## config.mk

```make
export PLATFORM = sky130hd
export DESIGN_NAME = note_cmd_decoder
export DESIGN_NICKNAME = d
export VERILOG_FILES = /design/src/rtl/note_cmd_decoder.sv
export SDC_FILE = /design/constraint.sdc
export NUM_CORES = 1
export LEC_CHECK = 0
export ABC_AREA = 1
export CAP_MARGIN = 30
export CORE_ASPECT_RATIO = 0.5
export CORE_MARGIN = 3
export CORE_UTILIZATION = 49
export DETAILED_ROUTE_END_ITERATION = 6
export GPL_TIMING_DRIVEN = 0
export PLACE_DENSITY = 0.76
export SLEW_MARGIN = 10
export SYNTH_ARGS = -nofsm -noshare
export SYNTH_HDL_FRONTEND = slang
export SYNTH_SLANG_ARGS = --single-unit
```

## constraint.sdc

```tcl
create_clock -name clk -period 3.1 [get_ports clk]
set_input_delay 0.775 -clock clk [delete_from_list [all_inputs] [get_ports clk]]
set_output_delay 0.775 -clock clk [all_outputs]
set_load 0.01 [all_outputs]
```

## src/rtl/note_cmd_decoder.sv

```systemverilog
// Pulls 32-bit note commands from a FIFO and drives the tone period, gate and
// envelope trigger pulses; WAIT commands stall the command stream for n clocks.
module note_cmd_decoder #(
  parameter int PERIOD_W = 23,
  parameter int WAIT_W   = 23
) (
  input  logic                clk,
  input  logic                rst,
  input  logic                fifo_empty,
  output logic                fifo_rden,
  input  logic [31:0]         fifo_data,
  output logic [PERIOD_W-1:0] period,
  output logic                gate,
  output logic                note_on,
  output logic                note_off,
  output logic [7:0]          err_count
);

  localparam int ARG_W = 23;

  localparam logic [1:0] S_IDLE  = 2'd0;
  localparam logic [1:0] S_FETCH = 2'd1;
  localparam logic [1:0] S_WAIT  = 2'd2;

  localparam logic [1:0] OP_LEGACY = 2'b00;
  localparam logic [1:0] OP_ON     = 2'b01;
  localparam logic [1:0] OP_OFF    = 2'b10;
  localparam logic [1:0] OP_WAIT   = 2'b11;

  function automatic logic [7:0] sat_inc8(input logic [7:0] v);
    return (v == 8'hFF) ? v : v + 8'd1;
  endfunction

  logic [1:0]          r_state;
  logic [WAIT_W-1:0]   r_wait_cnt;
  logic [PERIOD_W-1:0] r_period;
  logic                r_gate;
  logic                r_note_on;
  logic                r_note_off;
  logic [7:0]          r_err_count;

  logic [1:0]          w_op;
  logic                w_rsvd_bad;
  logic [ARG_W-1:0]    w_arg;
  logic [PERIOD_W-1:0] w_per;
  logic [WAIT_W-1:0]   w_wait;
  logic                w_do_on;
  logic                w_do_off;
  logic                w_reject;
  logic                w_do_wait;

  assign w_op       = fifo_data[31:30];
  assign w_rsvd_bad = |fifo_data[29:23];
  assign w_arg      = fifo_data[22:0];
  assign w_per      = PERIOD_W'(w_arg);
  assign w_wait     = WAIT_W'(w_arg);

  // Pop only from IDLE, so a word is consumed at most every other clock.
  assign fifo_rden = (r_state == S_IDLE) && !fifo_empty && !rst;

  // Decode of the word presented during FETCH; ignored in other states.
  always_comb begin
    w_do_on   = 1'b0;
    w_do_off  = 1'b0;
    w_reject  = 1'b0;
    w_do_wait = 1'b0;
    if (w_rsvd_bad) begin
      w_reject = 1'b1;
    end else begin
      case (w_op)
        OP_LEGACY: begin
          w_do_on  = (w_per != '0);
          w_do_off = (w_per == '0);
        end
        OP_ON: begin
          w_do_on  = (w_per != '0);
          w_reject = (w_per == '0);
        end
        OP_OFF:  w_do_off  = 1'b1;
        OP_WAIT: w_do_wait = (w_wait != '0);
        default: ;
      endcase
    end
  end

  always_ff @(posedge clk) begin
    if (rst) begin
      r_state     <= S_IDLE;
      r_wait_cnt  <= '0;
      r_period    <= '0;
      r_gate      <= 1'b0;
      r_note_on   <= 1'b0;
      r_note_off  <= 1'b0;
      r_err_count <= 8'd0;
    end else begin
      r_note_on  <= 1'b0;
      r_note_off <= 1'b0;
      case (r_state)
        S_IDLE: begin
          if (!fifo_empty) r_state <= S_FETCH;
        end
        S_FETCH: begin
          r_state    <= w_do_wait ? S_WAIT : S_IDLE;
          // n-1 so that WAIT lasts exactly n clocks including the zero count.
          r_wait_cnt <= w_wait - WAIT_W'(1);
          if (w_reject) r_err_count <= sat_inc8(r_err_count);
          if (w_do_on && (!r_gate || (w_per != r_period))) begin
            r_period  <= w_per;
            r_gate    <= 1'b1;
            r_note_on <= 1'b1;
          end
          if (w_do_off && r_gate) begin
            r_period   <= '0;
            r_gate     <= 1'b0;
            r_note_off <= 1'b1;
          end
        end
        S_WAIT: begin
          if (r_wait_cnt == '0) r_state <= S_IDLE;
          else                  r_wait_cnt <= r_wait_cnt - WAIT_W'(1);
        end
        default: r_state <= S_IDLE;
      endcase
    end
  end

  assign period    = r_period;
  assign gate      = r_gate;
  assign note_on   = r_note_on;
  assign note_off  = r_note_off;
  assign err_count = r_err_count;

endmodule

```

# After elaboration in Yosys (flattened, before gate mapping)
# Cells that the tools add are included.
# op_classes
add_sub_neg	3
n_mux	20
reduce_logical	22
eq_ne	10
n_bitwise	2
# op_table
operator	count
two-way mux 23 bit	3
logical NOT 23 bit	2
one-hot mux 23 bit (2 select lines)	1
subtractor 23 x 1 -> 23 bit, second input constant	2
!= test 23 bit	1
nonzero test 23 bit	1
two-way mux 1 bit	11
adder 8 x 1 -> 8 bit, second input constant	1
equality test 8 bit, second input constant	1
OR reduction 7 bit	1
equality test 2 bit, second input constant	3
two-way mux 2 bit	3
!= test 2 bit, second input constant	3
one-hot mux 2 bit (3 select lines)	1
AND reduction 2 bit	3
equality test 2 x 1 -> 1 bit, second input constant	2
logical AND 1 bit	4
logical NOT 2 bit	2
nonzero test 2 bit	2
OR reduction 2 bit	2
logical NOT 1 bit	3
AND reduction 3 bit	1
inverter 1 bit	2
one-hot mux 1 bit (2 select lines)	1
logical OR 1 bit	1
# word_totals
ff_bits	59
elab_cells	64
in_bits	35
out_inout_bits	35

# Depth between registers and ports, before layout
# logic_depth
ltp_word	7
ltp_mapped	16
depth_no_buf	15

# Worst setup path after synthesis
# No wires, ideal clock.
# synth_timing
path_kind	input to output
start	input port rst
end	output port fifo_rden
slack_ns	0.848
arrival_ns	1.477
path_stages	3
n_path_buf	2
path_cell_list	clkbuf_1 clkbuf_1 nor4_1
# synth_via
elab_chain_cells	2
# synth_lines
element	line	source
start, declared	8	input logic rst,
logical NOT 1 bit	59	assign fifo_rden = (r_state == S_IDLE) && !fifo_empty && !rst;
logical AND 1 bit	59	
end, declared	10	output logic fifo_rden,
# No other way between the ends.

# Worst setup path after layout
# Ends and elaborated chain as after synthesis.

==> flow_metrics.env <==
export IMPL_status="complete, no violations"
export IMPL_synth_seq_cells=59
export IMPL_die_x_um=131.1
export IMPL_r2r_setup_slack_ps=930
export IMPL_hp_class="flip-flop to flip-flop"
export IMPL_post_cts_resized=0
export IMPL_start_kind="primary input"
export IMPL_ant_nets=0
export IMPL_hpwl_um=8551
export IMPL_cp_arrival_ps=2060
export IMPL_wl_met3_um=1014
export IMPL_path_clk_slew_ps=50
export IMPL_wirelength_um=11320
export IMPL_final_util=0.6567
export IMPL_post_route_period_util=0.9141
export IMPL_yosys_warnings=0
export IMPL_post_cts_buffers=0
export IMPL_rsz0062_at_grt="no"
export IMPL_required_ps=2320
export IMPL_viasPerCell=5.101
export IMPL_cp_end_kind="output port"
export IMPL_cp_max_fo=10
export IMPL_p_leak_nw=2.171
export IMPL_vias=4259
export IMPL_grtUsageTotal=0.2557
export IMPL_synth_area_leaders="dfxtp_1 (31%), nand2_1 (21%), inv_1 (9.9%)"
export IMPL_io_buffers=68
export IMPL_setup_viol_count_final=0
export IMPL_grt_max_degree=11
export IMPL_power_mw=1.953
export IMPL_rows=22
export IMPL_clock_latency_ps=330
export IMPL_hold_violations=0
export IMPL_drt_iter0_drc=387
export IMPL_r2r_start="r_state[1]"
export IMPL_met2_wirelength_um=4688
export IMPL_hold_path_depth=1
export IMPL_netlist_area_leader_share=0.3082
export IMPL_root_buffer="clkbuf_16"
export IMPL_wl_per_cell_um=13.55
export IMPL_hold_end="r_state[0]"
export IMPL_max_cap_viol_count=0
export IMPL_clockBufferDepth=2
export IMPL_die_area_sq_um=8983
export IMPL_max_freq_mhz=352.9
export IMPL_holdWs_ps=482.1
export IMPL_holdBufCountCts=0
export IMPL_firstDrtPassIters=5
export IMPL_synthCells=646
export IMPL_p_per_area_nw_per_um2=398.7
export IMPL_crit_type="primary input to output port"
export IMPL_avgSynthCellArea_sq_um=5.933
export IMPL_cts_buffers_inserted=9
export IMPL_synth_distinct_cells=33
export IMPL_hold_start="r_state[0]"
export IMPL_remaining_drc_errors=0
export IMPL_seq_area_sq_um=1181
export IMPL_cts_tree="done"
export IMPL_core_area_sq_um=7460
export IMPL_gp_congestion=0.8944
export IMPL_multi_input_area_sq_um=2145
export IMPL_cts_htree_levels=3
export IMPL_maxSlewViolCount=0
export IMPL_ioPinCount=70
export IMPL_grt_pass1_vias=3419
export IMPL_top_layer_used="met4"
export IMPL_diodes=0
export IMPL_tightest_slew_ps=517.2
export IMPL_drt_met1_wl_um=5522
export IMPL_drive_gt1_frac=0.06740
export IMPL_grt_pass1_wl_um=17360
export IMPL_vdd_drop_max_mv=0.2865
export IMPL_clkSinkCount=59
export IMPL_dieHeight_um=68.54
export IMPL_worstReg2RegEnd="r_wait_cnt[12]"
export IMPL_grt_overflow=0
export IMPL_synth_nets=683
export IMPL_synth_top_cell_by_area="dfxtp_1"
export IMPL_fillerInstances=723
export IMPL_antenna_found_initial=0
export IMPL_area_growth_pct=27.82
export IMPL_fin_setup_tns_ps=0
export IMPL_min_period_ps=2834
export IMPL_seq_area_frac_synth=0.3082
export IMPL_syn_area_sq_um=3832
export IMPL_fin_nets=762
export IMPL_start_util=0.5138
export IMPL_finClkSkew_ps=6.155
export IMPL_reg2reg_depth=10
export IMPL_slew_headroom=0.6552
## kinds of logic after synthesis
group | count (synthesis) | synth area share
AO/OA/AOI/OAI | 105 | 0.1495
flip-flops | 59 | 0.3082
adder cells (fa/ha/maj) | 2 | 0.006529
buffers and inverters | 122 | 0.1322
AND/OR/NAND/NOR | 349 | 0.3830
XOR/XNOR | 9 | 0.02057
## power by group
part | internal [mW] | total (mW) | leakage, nW | switching (mW)
sequential | 0.784 | 0.803 | 0.480 | 0.0182
combinational | 0.108 | 0.273 | 1.57 | 0.165
clock | 0.549 | 0.877 | 0.122 | 0.329
## layout by cell type, fill, tap and decap left out, types with 9 or more instances in the layout
cell	netlist	routed
nand2_1	214	214
o21ai_2	9	9
a21oi_1	41	41
o21ai_1	9	9
nand3_1	34	34
clkbuf_16	0	9
nor2_1	64	64
nor3_1	9	9
dfxtp_1	59	59
clkbuf_1	8	11
o21ai_0	39	39
inv_1	101	101
clkdlybuf4s50_1	0	68
## worst max-delay path by stage
stage	endpoint	cells past startpoint	start
final	fifo_rden	4	rst
after global placement	r_wait_cnt[12]	12	fifo_data[0]
after floorplan	fifo_rden	3	rst
after CTS	fifo_rden	4	rst
after global routing	fifo_rden	4	rst
after detailed placement	r_wait_cnt[12]	12	fifo_data[0]
## cell type report
cell class                 count  share of cell area
buffer                        19             0.02452
clock buffer                  13             0.05109
inverter                     103             0.07893
multi-input combinational    465              0.4378
sequential                    59              0.2411
tap                          108             0.02759
timing repair buffer          68              0.1390
## per-layer routing
layer  vias to the layer above  GRT usage
met5                         -          0
met1                      1918     0.3904
met3                        10    0.06077
li1                       2169          -
met4                         0    0.05897
met2                       162     0.3580
## registers in the layout (all words and copies together), names as in the netlist
name	flops
period	23
r_wait_cnt	23
err_count	8
r_state	2
gate	1
note_off	1
note_on	1
## per-stage QoR
step	worst slack, ps	cell area (sq um)	std cells
finish	266.4	4898	835
global route	169.0	4898	835
CTS	257.7	4898	835
detailed placement	176.2	4648	822
global placement	212.5	4648	822
floorplan	847.8	3832	646
## Yosys cell counts
| cell | instances |
|---|---|
| xnor2_1 | 1 |
| clkinv_1 | 1 |
| nor3_1 | 9 |
| inv_2 | 1 |
| or2_2 | 2 |
| inv_1 | 101 |
| nand3_2 | 3 |
| buf_6 | 4 |
| nand2_4 | 1 |
| o21ai_2 | 9 |
| nand4_1 | 5 |
| clkbuf_1 | 8 |
| nor2_4 | 3 |
| or2_0 | 1 |
| nand3b_1 | 1 |
| nand3_1 | 34 |
| o21bai_1 | 3 |
| nor3b_1 | 1 |
| o21ai_0 | 39 |
| ha_1 | 2 |
| nand2_1 | 214 |
| nand2_2 | 2 |
| dfxtp_1 | 59 |
| a31oi_1 | 3 |
| o21ai_1 | 9 |
| nor2_2 | 7 |
| a21oi_1 | 41 |
| nor4_1 | 2 |
| nor2_1 | 64 |
| xor2_1 | 8 |
| o21a_1 | 1 |
| buf_2 | 6 |
| buf_8 | 1 |
## critical path: stages
cell	delay [ps]
clkbuf_1	250
clkbuf_1	440
nor4_1	90
clkdlybuf4s50_1	500
No activity file was read; power rests on OpenSTA's default activity.
